==> src/rtl/peridot_conf_host_encoder_pkg.sv <==
// Shared constants, state encodings and byte classifiers for the PERIDOT
// host-side configuration encoder.
package peridot_conf_host_encoder_pkg;

   localparam logic [7:0] CMD_BYTE        = 8'h3a;
   localparam logic [7:0] ESC_BYTE        = 8'h3d;
   localparam logic [7:0] ESC_XOR         = 8'h20;
   localparam logic [3:0] RESP_LOW_NIBBLE = 4'h7;

   typedef enum logic [1:0] {
      TX_IDLE = 2'd0,
      TX_CMD2 = 2'd1,
      TX_ESC2 = 2'd2
   } tx_state_t;

   typedef enum logic [1:0] {
      RIDLE  = 2'd0,
      RARMED = 2'd1,
      RWAIT  = 2'd2
   } resp_state_t;

   // Config response bytes look like {2'b00, sda, scl, 4'h7}.
   function automatic logic is_resp_byte(input logic [7:0] b);
      return (b[7:6] == 2'b00) && (b[3:0] == RESP_LOW_NIBBLE);
   endfunction

   // Raw bytes that collide with the command lead or the escape byte.
   function automatic logic needs_escape(input logic [7:0] b);
      return (b == CMD_BYTE) || (b == ESC_BYTE);
   endfunction

endpackage

==> src/rtl/peridot_conf_resp_tracker.sv <==
// Response tracker: waits for the config response after a command,
// times out if none arrives, and filters the response byte out of the
// return stream while forwarding everything else to the host.
module peridot_conf_resp_tracker
   import peridot_conf_host_encoder_pkg::*;
#(
   parameter int RESP_TIMEOUT = 1024,
   parameter int TIMER_WIDTH  = 11
) (
   input  logic       clk,
   input  logic       reset,
   input  logic       arm,
   input  logic       cmd2_accept,
   input  logic       rx_valid,
   input  logic [7:0] rx_data,
   output logic       rx_ready,
   input  logic       host_ready,
   output logic       host_valid,
   output logic [7:0] host_data,
   output logic       resp_idle,
   output logic       conf_busy,
   output logic       conf_done,
   output logic       conf_timeout,
   output logic       conf_resp_scl,
   output logic       conf_resp_sda
);

   resp_state_t            state;
   logic [TIMER_WIDTH-1:0] timer;
   logic                   match;
   logic                   expire;

   assign match     = (state == RWAIT) && rx_valid && is_resp_byte(rx_data);
   assign expire    = (state == RWAIT) && (timer == TIMER_WIDTH'(RESP_TIMEOUT - 1));
   assign resp_idle = (state == RIDLE);
   assign conf_busy = (state != RIDLE);

   // Return stream: the response byte is swallowed, all else passes through.
   always_comb begin
      rx_ready   = host_ready;
      host_valid = rx_valid;
      host_data  = rx_data;
      if (match) begin
         rx_ready   = 1'b1;
         host_valid = 1'b0;
      end
   end

   // Response FSM with timeout counter; a match beats a same-cycle timeout.
   always_ff @(posedge clk) begin
      if (reset) begin
         state         <= RIDLE;
         timer         <= '0;
         conf_done     <= 1'b0;
         conf_timeout  <= 1'b0;
         conf_resp_scl <= 1'b0;
         conf_resp_sda <= 1'b0;
      end else begin
         conf_done <= 1'b0;
         case (state)
            RIDLE: begin
               if (arm) state <= RARMED;
            end
            RARMED: begin
               if (cmd2_accept) begin
                  state <= RWAIT;
                  timer <= '0;
               end
            end
            RWAIT: begin
               timer <= timer + TIMER_WIDTH'(1);
               if (match) begin
                  conf_done     <= 1'b1;
                  conf_timeout  <= 1'b0;
                  conf_resp_sda <= rx_data[5];
                  conf_resp_scl <= rx_data[4];
                  state         <= RIDLE;
               end else if (expire) begin
                  conf_done     <= 1'b1;
                  conf_timeout  <= 1'b1;
                  conf_resp_sda <= 1'b0;
                  conf_resp_scl <= 1'b0;
                  state         <= RIDLE;
               end
            end
            default: state <= RIDLE;
         endcase
      end
   end

endmodule

==> src/rtl/peridot_conf_host_encoder.sv <==
// Host-side PERIDOT configuration encoder: escapes and frames the raw byte
// stream plus config commands, and extracts config responses on return.
module peridot_conf_host_encoder
   import peridot_conf_host_encoder_pkg::*;
#(
   parameter int RESP_TIMEOUT = 1024,
   parameter int TIMER_WIDTH  = 11
) (
   input  logic       clk,
   input  logic       reset,
   output logic       in_ready,
   input  logic       in_valid,
   input  logic [7:0] in_data,
   input  logic       conf_req,
   input  logic       conf_scl,
   input  logic       conf_sda,
   output logic       conf_ack,
   output logic       conf_busy,
   output logic       conf_done,
   output logic       conf_timeout,
   output logic       conf_resp_scl,
   output logic       conf_resp_sda,
   input  logic       out_ready,
   output logic       out_valid,
   output logic [7:0] out_data,
   output logic       rx_ready,
   input  logic       rx_valid,
   input  logic [7:0] rx_data,
   input  logic       host_ready,
   output logic       host_valid,
   output logic [7:0] host_data
);

   tx_state_t  tx_state;
   logic       slot_free;
   logic       resp_idle;
   logic       cmd_grant;
   logic       cmd2_accept;
   logic       out_is_cmd2;
   logic       latch_scl;
   logic       latch_sda;
   logic [7:0] esc_saved;

   assign slot_free   = !out_valid || out_ready;
   assign cmd_grant   = (tx_state == TX_IDLE) && slot_free && resp_idle && conf_req;
   assign in_ready    = (tx_state == TX_IDLE) && slot_free && !(conf_req && resp_idle);
   // The response window opens only once the second command byte is taken.
   assign cmd2_accept = out_valid && out_ready && out_is_cmd2;

   // Transmit encoder: one output register, commands preferred over data.
   always_ff @(posedge clk) begin
      if (reset) begin
         tx_state    <= TX_IDLE;
         out_valid   <= 1'b0;
         out_data    <= 8'h00;
         out_is_cmd2 <= 1'b0;
         conf_ack    <= 1'b0;
         latch_scl   <= 1'b0;
         latch_sda   <= 1'b0;
         esc_saved   <= 8'h00;
      end else begin
         conf_ack <= 1'b0;
         if (out_valid && out_ready) begin
            out_valid   <= 1'b0;
            out_is_cmd2 <= 1'b0;
         end
         case (tx_state)
            TX_IDLE: begin
               if (cmd_grant) begin
                  out_valid   <= 1'b1;
                  out_data    <= CMD_BYTE;
                  out_is_cmd2 <= 1'b0;
                  latch_scl   <= conf_scl;
                  latch_sda   <= conf_sda;
                  conf_ack    <= 1'b1;
                  tx_state    <= TX_CMD2;
               end else if (in_valid && in_ready) begin
                  out_valid   <= 1'b1;
                  out_is_cmd2 <= 1'b0;
                  if (needs_escape(in_data)) begin
                     out_data  <= ESC_BYTE;
                     esc_saved <= in_data ^ ESC_XOR;
                     tx_state  <= TX_ESC2;
                  end else begin
                     out_data <= in_data;
                  end
               end
            end
            TX_CMD2: begin
               if (slot_free) begin
                  out_valid   <= 1'b1;
                  out_data    <= {2'b00, latch_sda, latch_scl, 4'h0};
                  out_is_cmd2 <= 1'b1;
                  tx_state    <= TX_IDLE;
               end
            end
            TX_ESC2: begin
               if (slot_free) begin
                  out_valid   <= 1'b1;
                  out_data    <= esc_saved;
                  out_is_cmd2 <= 1'b0;
                  tx_state    <= TX_IDLE;
               end
            end
            default: tx_state <= TX_IDLE;
         endcase
      end
   end

   peridot_conf_resp_tracker #(
      .RESP_TIMEOUT (RESP_TIMEOUT),
      .TIMER_WIDTH  (TIMER_WIDTH)
   ) u_resp_tracker (
      .clk           (clk),
      .reset         (reset),
      .arm           (cmd_grant),
      .cmd2_accept   (cmd2_accept),
      .rx_valid      (rx_valid),
      .rx_data       (rx_data),
      .rx_ready      (rx_ready),
      .host_ready    (host_ready),
      .host_valid    (host_valid),
      .host_data     (host_data),
      .resp_idle     (resp_idle),
      .conf_busy     (conf_busy),
      .conf_done     (conf_done),
      .conf_timeout  (conf_timeout),
      .conf_resp_scl (conf_resp_scl),
      .conf_resp_sda (conf_resp_sda)
   );

endmodule

==> config.mk <==
export PLATFORM = sky130hd
export DESIGN_NAME = peridot_conf_host_encoder
export DESIGN_NICKNAME = d
export VERILOG_FILES = /design/src/rtl/peridot_conf_host_encoder_pkg.sv /design/src/rtl/peridot_conf_resp_tracker.sv /design/src/rtl/peridot_conf_host_encoder.sv
export SDC_FILE = /design/constraint.sdc
export NUM_CORES = 1
export LEC_CHECK = 0
export CAP_MARGIN = 25
export CORE_MARGIN = 1.5
export CORE_UTILIZATION = 37
export DETAILED_ROUTE_END_ITERATION = 16
export MAX_ROUTING_LAYER = met4
export PLACE_DENSITY = 0.77
export SLEW_MARGIN = 20
export SYNTH_ARGS = -nofsm -noshare
export SYNTH_HDL_FRONTEND = slang
export SYNTH_SLANG_ARGS = --single-unit
export TNS_END_PERCENT = 100
==> constraint.sdc <==
create_clock -name clk -period 1.8 [get_ports clk]
set_input_delay 0.18 -clock clk [delete_from_list [all_inputs] [get_ports clk]]
set_output_delay 0.18 -clock clk [all_outputs]
set_load 0.05 [all_outputs]
# Word level (Yosys, flattened, before mapping)

Cells that the tools add are included.

Add/sub/neg operators: 1
Multiply operators: 0
Div/mod/pow operators: 0
$lt $le $gt $ge: 0
Eq/ne operators: 16
Shift operators: 0
Mux-type cells: 39
Bitwise gates (word level): 4
Reductions and logical operators: 33

Operator list:

| operator                                        | number |
|---|---|
| 2-to-1 mux 8 bit                                | 5 |
| case mux 8 bit (3 select lines)                 | 1 |
| case mux 11 bit (2 select lines)                | 1 |
| 2-to-1 mux 1 bit                                | 19 |
| == test 8 x 6 -> 1 bit, second input constant   | 2 |
| 2-to-1 mux 2 bit                                | 8 |
| logical AND 1 bit                               | 12 |
| adder 11 x 1 -> 11 bit, second input constant   | 1 |
| == test 11 x 10 -> 1 bit, second input constant | 1 |
| 2-to-1 mux 11 bit                               | 1 |
| AND reduction 4 bit                             | 2 |
| zero test 2 bit                                 | 3 |
| != test 2 bit, second input constant            | 3 |
| != test 3 x 2 -> 1 bit, second input constant   | 2 |
| case mux 2 bit (3 select lines)                 | 1 |
| AND reduction 2 bit                             | 3 |
| AND reduction 3 bit                             | 2 |
| nonzero test 2 bit                              | 3 |
| OR reduction 2 bit                              | 3 |
| == test 2 x 1 -> 1 bit, second input constant   | 2 |
| == test 2 bit, second input constant            | 2 |
| == test 4 x 3 -> 1 bit, second input constant   | 1 |
| != test 2 x 1 -> 1 bit, second input constant   | 2 |
| NOT 1 bit                                       | 4 |
| 7 further kinds                                 | 9 |

Register bits after elaboration: 40
Bits in latches: 0
Bits in writable memories: 0
Bits in read-only memories: 0
Word-level logic and storage cells: 107
Memories kept: 0

# Longest topological paths before layout

Gate-level depths: netlist of run 1.

Depth in word-level cells: 8
Depth in mapped cells: 8

# Hierarchy

From an unflattened synthesis of run 1, not the netlist that was laid out.

Cells, all modules: 251
Area total of the unflattened synthesis: 2,173.3 um^2

By module, submodules not included:

| module                    | instances | cells an instance | area an instance (um^2) | sequential area each (um^2) |
|---|---|---|---|---|
| peridot_conf_host_encoder | 1         | 141               | 1,229.9                 | 460.4 |
| peridot_conf_resp_tracker | 1         | 110               | 943.4                   | 340.3 |

# Worst setup path before layout of run 1

OpenSTA, ideal clock, no wires.

Path kind: reg2reg
Start point: register out_valid
End point: register out_data[3]
Setup time: 0.072 ns
Arrival: 1.722 ns
Path slack: 0.006 ns
Stages on the path, launching flop included: 7
Path buffers: 2
Period minus slack after synthesis: 1.794 ns
Path through: dfxtp_1 nand2b_1 buf_2 o21bai_1 a21o_1 buf_2 mux2i_1

Word-level cells in the longest chain between the ends: 7
Elaborated cells on any way between the ends: 13
Classes of those cells: eq/ne (3); mux (2); reduce/logical (8)

RTL lines:

| element                                                                                 | line                                                             | text |
|---|---|---|
| from (decl)                                                                             | peridot_conf_host_encoder.sv:24                                  | `output logic out_valid,` |
| from (signal assigned)                                                                  | peridot_conf_host_encoder.sv:54                                  | `out_valid <= 1'b0;` |
| from (signal assigned)                                                                  | peridot_conf_host_encoder.sv:64                                  | `out_valid <= 1'b0;` |
| from (signal assigned)                                                                  | peridot_conf_host_encoder.sv:70                                  | `out_valid <= 1'b1;` |
| zero test 1 bit *                                                                       | peridot_conf_host_encoder.sv:44                                  | `assign slot_free = !out_valid \|\| out_ready;` |
| logical OR 1 bit *                                                                      | peridot_conf_host_encoder.sv:44                                  |  |
| logical AND 1 bit                                                                       | peridot_conf_host_encoder.sv:45, peridot_conf_host_encoder.sv:46 |  |
| logical AND 1 bit (on tied branches)                                                    | peridot_conf_host_encoder.sv:45, peridot_conf_host_encoder.sv:46 |  |
| logical AND 1 bit (on tied branches)                                                    | peridot_conf_host_encoder.sv:45, peridot_conf_host_encoder.sv:77 |  |
| != test 3 x 2 -> 1 bit (no source line) or 2-to-1 mux 8 bit (tied branches)             | --                                                               |  |
| AND reduction 4 bit (no source line) or case mux 8 bit (3 select lines) (tied branches) | --                                                               |  |
| to (signal assigned)                                                                    | peridot_conf_host_encoder.sv:85                                  | `out_data <= in_data;` |
| to (signal assigned)                                                                    | peridot_conf_host_encoder.sv:92                                  | `out_data <= {2'b00, latch_sda, latch_scl, 4'h0};` |
| to (signal assigned)                                                                    | peridot_conf_host_encoder.sv:100                                 | `out_data <= esc_saved;` |
| to (decl)                                                                               | peridot_conf_host_encoder.sv:25                                  | `output logic [7:0] out_data,` |

Every way passes the cells marked *; elsewhere a longest branch is shown, timed or not.
A chain may end at the register's enable or synchronous reset.

# Final worst setup path of run 1

Start point: input rx_data[3]
End point: output host_valid

Word-level cells in the longest chain between the ends: 4

RTL lines:

| element                | line                                | text |
|---|---|---|
| from (decl)            | peridot_conf_host_encoder.sv:28     | `input logic [7:0] rx_data,` |
| == test 4 x 3 -> 1 bit | peridot_conf_host_encoder_pkg.sv:24 | `return (b[7:6] == 2'b00) && (b[3:0] == RESP_LOW_NIBBLE);` |
| logical AND 1 bit      | peridot_conf_host_encoder_pkg.sv:24 |  |
| logical AND 1 bit      | peridot_conf_resp_tracker.sv:33     | `assign match = (state == RWAIT) && rx_valid && is_resp_byte(rx_data);` |
| 2-to-1 mux 1 bit       | peridot_conf_resp_tracker.sv:43     | `if (match) begin` |
| to (decl)              | peridot_conf_host_encoder.sv:30     | `output logic host_valid,` |

Every way passes these cells.

==> results of run 1 <==
## Yosys cell counts (all sizes together) (4+ instances only)
| library cell | n |
|---|---|
| dfxtp | 40 |
| a21oi | 27 |
| nand2 | 25 |
| nor2 | 17 |
| clkbuf | 12 |
| nand2b | 11 |
| o21ai | 11 |
| buf | 10 |
| nand3 | 9 |
| inv | 8 |
| a211oi | 5 |
| ha | 5 |
| mux2i | 5 |
| nand3b | 5 |
| nor3 | 5 |
| or3 | 5 |
| a31oi | 4 |
| and3 | 4 |
## timing repair
item,4_1_cts,5_1_grt
gates cloned,0,0
pin swaps,1,2
endpoints found under the hold margin,0,0
resized for setup,7,9
endpoints found under the setup margin,3,5
buffers inserted,1,0
## per-stage QoR
stage / util, % / hold WS, ns / area (um^2) / std cells
CTS: 54.3 / 0.427 / 3030 / 397
global placement: 51.5 / 0.449 / 2870 / 388
detailed placement: 51.5 / 0.455 / 2870 / 388
finish: 54.7 / 0.432 / 3050 / 397
floorplan: - / 0.316 / 2170 / 262
global route: 54.7 / 0.461 / 3050 / 397
## layout make-up
cell class | instances | area (um^2)
Fill cell | 504 | 2520
Clock buffer | 6 | 82.6
Tap cell | 72 | 90.1
Clock inverter | 2 | 38.8
Timing Repair Buffer | 77 | 746
Sequential cell | 40 | 806
Inverter | 8 | 30.0
Multi-Input combinational cell | 192 | 1260
## worst max-delay path, stage by stage
cell and delay, ns:
clkdlybuf4s50_1 0.42, nand4b_1 0.22, or4_4 0.46, and2_4 0.16
buf_8 0.14
## flip-flops by register name, summed over array words and instances (netlist names), 2 cells and up
name	cells
u_resp_tracker.timer	11
esc_saved	8
out_data	8
tx_state	2
u_resp_tracker.state	2
## worst max-delay path by stage
stage,start,end,cells after the start
after CTS,rx_data[3],host_valid,5
after global routing,rx_data[3],rx_ready,5
final,rx_data[3],host_valid,5
after floorplan,out_valid,out_data[3],6
after global placement,rx_data[3],host_valid,5
after detailed placement,rx_data[3],host_valid,5
## logic make-up after synthesis
kind of cell | Yosys count | share of synthesized area (%)
buffers and inverters | 30 | 6.69
AOI/OAI and AO/OA | 76 | 23.2
xor gates and xnor gates | 1 | 0.404
and+or+nand+nor | 103 | 26.6
adders and majority gates | 5 | 2.88
muxes | 7 | 3.34
DFF | 40 | 36.9
## power groups by stage
stage               clock [mW]  sequential [mW]  combinational (mW)
floorplan                    0             1.13               0.342
global placement             0            0.989               0.773
detailed placement           0            0.992               0.783
CTS                      0.800            0.972               0.792
global route             0.832            0.980               0.844
finish                   0.774            0.972               0.799
## routing by layer
metal / vias up / global-route usage (%) / share of wire (%)
met3: 20 / 3.09 / 4.1
li1: 1069 / - / -
met4: 0 / 9.82 / 3.4
met1: 996 / 22.7 / 44
met2: 63 / 29.8 / 48
met5: - / - / 0
==> flow_metrics.tcl, run 1 <==
set metrics [dict create \
    portBuffers 50 \
    fmax_mhz 566 \
    cts_buffer_depth 2 \
    combinationalPowerShare_pct 31.4 \
    dp_hpwl_um 4090 \
    yosys.area.top_type "dfxtp_1" \
    period_needed_ns 1.77 \
    synthTopCellsByArea "dfxtp_1, a21oi_1, nand2_1, nor2_1, ha_1" \
    tightest_slew_ns 0.501 \
    grt_pass1_vias 2076 \
    fin_worst_skew_ns 0.00727 \
    synthFlopType "dfxtp_1" \
    async_flop_share_pct 0 \
    final_common_cell "dfxtp_1" \
    whs_path_depth 3 \
    hold_viol_final 0 \
    synth_fp_nets 292 \
    end_kind "primary output" \
    slew_headroom_pct 66.5 \
    power_density_mw_per_mm2 835 \
    setup_tns_ns 0 \
    cts_made_buffers 5 \
    wl_per_cell_um 13.9 \
    io_pins 51 \
    drv_slew 0 \
    die_w_um 79.6 \
    ctsRootBufferMaster "clkbuf_8" \
    hold_path.class "in2reg" \
    totalWireLength_um 5530 \
    ctsHoldBuffers 0 \
    swShare_pct 32.2 \
    overflow 0 \
    syn_avg_cell_area_um2 8.29 \
    critPathRequiredTime_ns 1.62 \
    die_area_mm2 0.00634 \
    htree_levels 2 \
    path_clk_slew_ns 0.08 \
    drive_gt1_share_pct 21.8 \
    finalCritPeriodShare_pct 98.1 \
    drc_errors 0 \
    synth_top_area_share_pct 36.9 \
    drt_iter0_markers 124 \
    hold_end "latch_sda" \
    cts_sinks 40 \
    worstPathMaxFanout 3 \
    setup_ws_ns 0.0347 \
    netlist_instances 262 \
    min_from "conf_sda" \
    setup_viol 0 \
    ant_nets 0 \
    gr-usage-all-layers_pct 18.7 \
    post-place-ws_ns -0.127 \
    via_per_inst 5.41 \
    area_growth_pct 40.5 \
    seq_area_frac_synth_pct 36.9 \
    worst-setup-path-type "in2out" \
    grt_pass1_wl_um 9180 \
    reg2reg_to "u_resp_tracker.conf_timeout" \
    power_frac_clock_pct 30.4 \
    initial_utilization_pct 38.9 \
    floorplan.rows 27 \
    layout_common_cells "dfxtp_1, clkdlybuf4s50_1, buf_4" \
    rrSetupSlack_ns 0.09 \
    power.total_mw 2.55 \
    ff2ff_path_depth 5 \
    cts_tree "yes" \
    start_kind "input pin" \
    coreArea_mm2 0.00557 \
    power.leakage_nw 1.17 \
    synth.distinct_cells 54 \
    antenna_found_initial 0 \
    dr.pass1.iters 4 \
    power_frac_seq_pct 38.2 \
    maxCapViolCount 0 \
    status "finished clean" \
    gp_congestion 0.834 \
    vias 2148 \
    peakVddDrop_uv 349 \
    arrival_ns 1.59 \
    clk_latency_ns 0.29 \
    grt_max_degree 23 \
    dieHeight_um 79.6 \
    syn_area_mm2 0.00217 \
    diodes 0 \
    ys_ff_latch 40 \
    fin_nets 354 \
    ys_warn_count 0 \
    synth-edff-count 0 \
    p_sw_uw 819 \
    cell_internal_pwr_mw 1.73 \
    timing.rr.start "u_resp_tracker.timer[0]" \
]
Power figures use the tool's default switching activity.
==> run 2, diff against run 1 <==
--- a/config.mk
+++ b/config.mk
@@ -15,4 +15,4 @@
 export SYNTH_ARGS = -nofsm -noshare
 export SYNTH_HDL_FRONTEND = slang
 export SYNTH_SLANG_ARGS = --single-unit
-export TNS_END_PERCENT = 100
+export TNS_END_PERCENT = 1
==> run 2 against run 1 <==
Core utilization is 0.16 points lower. Clock power hardly changed. Sequential power hardly changed. Combinational power hardly changed. Highest routed layer unchanged.
==> flow_metrics.tcl, run 2 (synthesized netlist as in run 1, its figures left out) <==
set metrics [dict create \
    status "finished clean" \
    wl_per_cell_um 13.8 \
    hold_viol_final 0 \
    cpLargestDelayFamily "simple AND/OR/NAND/NOR gates" \
    post-place-ws_ns -0.127 \
    cts_buffer_depth 2 \
    path_clk_slew_ns 0.08 \
    path_buf_inv 2 \
    ctsRootBufferMaster "clkbuf_8" \
    diodes 0 \
    dieHeight_um 79.6 \
    timing.rr.start "u_resp_tracker.timer[0]" \
    ant_nets 0 \
    worst-setup-path-type "in2out" \
    antenna_found_initial 0 \
    fin_worst_skew_ns 0.00660 \
    grt_pass1_vias 2076 \
    rsz0062_at_grt "true" \
    drv_slew 0 \
    gr-usage-all-layers_pct 18.7 \
    dp_hpwl_um 4090 \
    hold_path.class "in2reg" \
    finalCritPeriodShare_pct 100 \
    cts_tree "yes" \
    slew_headroom_pct 66.5 \
    via_per_inst 5.35 \
    dr.pass1.iters 4 \
    die_w_um 79.6 \
    critPathRequiredTime_ns 1.62 \
    die_area_mm2 0.00634 \
    period_needed_ns 1.80 \
    setup_ws_ns 0.000155 \
    cts_sinks 40 \
    drc_errors 0 \
    layout_common_cells "clkdlybuf4s50_1, dfxtp_1, buf_4" \
    initial_utilization_pct 38.9 \
    crit_path_cell_trace "clkdlybuf4s50_1, nand2b_4, or4_4, and2_4, buf_6" \
    maxCapViolCount 0 \
    power_density_mw_per_mm2 836 \
    startpoint "rx_valid" \
    coreArea_mm2 0.00557 \
    reg_top3 "u_resp_tracker.timer: 11 flops, esc_saved: 8 flops, out_data: 8 flops" \
    clk_latency_ns 0.29 \
    final_common_cell "clkdlybuf4s50_1" \
    totalWireLength_um 5490 \
    place_area_mm2 0.00287 \
    fin_nets 354 \
    cts_made_buffers 5 \
    power.leakage_nw 1.15 \
    cp_slowest_stage_delay_ns 0.54 \
    final_cell_area_mm2 0.00304 \
    setup_viol 0 \
    worstPathMaxFanout 3 \
    ctsHoldBuffers 0 \
    gp_congestion 0.834 \
    overflow 0 \
    fmax_mhz 556 \
    arrival_ns 1.62 \
    floorplan.rows 27 \
    start_kind "input pin" \
    grt_max_degree 23 \
    top_register "u_resp_tracker.timer" \
    io_pins 51 \
    largest_reg_flops 11 \
    htree_levels 2 \
    portBuffers 50 \
    vias 2123 \
    min_from "conf_sda" \
    drt_iter0_markers 115 \
    drive_gt1_share_pct 21.8 \
    grt_pass1_wl_um 9180 \
    peakVddDrop_uv 348 \
    critPathSlowestCell "clkdlybuf4s50_1" \
    tightest_slew_ns 0.501 \
    end_kind "primary output" \
    area_growth_pct 40.1 \
]
run 2: through the flow:
stage,hold WS [ns],instances,util (%),setup TNS [ns],power (mW)
global placement,0.449,388,51.5,-0.0337,1.76
finish,0.434,397,54.6,0,2.54
detailed placement,0.455,388,51.5,-0.301,1.77
CTS,0.427,397,54.2,-0.00190,2.56
global route,0.461,397,54.6,-0.0630,2.66
floorplan,0.316,262,-,0,1.47
run 2: layout make-up:
class / count / area, um^2
Clock buffer: 6 / 82.6
Clock inverter: 2 / 38.8
Inverter: 8 / 30.0
Fill cell: 507 / 2530
Sequential cell: 40 / 806
Timing Repair Buffer: 77 / 737
Multi-Input combinational cell: 192 / 1260
Tap cell: 72 / 90.1
run 2: where the power goes:
part / switching, mW / internal [mW] / total [mW]
Sequential: 0.0333 / 0.939 / 0.972
Clock: 0.319 / 0.453 / 0.772
Combinational: 0.463 / 0.334 / 0.797
Total: 0.815 / 1.73 / 2.54
run 2: path summary, 6_finish.rpt:
| kind | to | slack [ns] | depth (start not counted) |
|---|---|---|---|
| hold / removal | latch_sda | 0.43 | 3 |
| setup reg to reg | u_resp_tracker.conf_timeout | 0.09 | 5 |
| hold reg to reg | u_resp_tracker.conf_timeout | 0.47 | 2 |
| setup / recovery | host_valid | 0.0002 | 5 |
run 2: what timing repair did:
item | CTS | global route
pin swaps | 1 | 0
setup endpoints to repair | 3 | 7
resized for setup | 6 | 7
setup buffers | 1 | 0
run 2: worst min-delay path: cells and delay by family:
| family | cells | cell delay, ns |
|---|---|---|
| AO/OA/AOI/OAI | 1 | 0.05 |
| buffers and inverters | 1 | 0.40 |
| AND/OR/NAND/NOR | 1 | 0.05 |
run 2: per-layer routing:
metal / part of all wire [%] / global-route usage (%)
met1: 44 / 22.7
met2: 49 / 29.8
met3: 4.0 / 3.09
met4: 2.7 / 9.82
met5: 0 / -
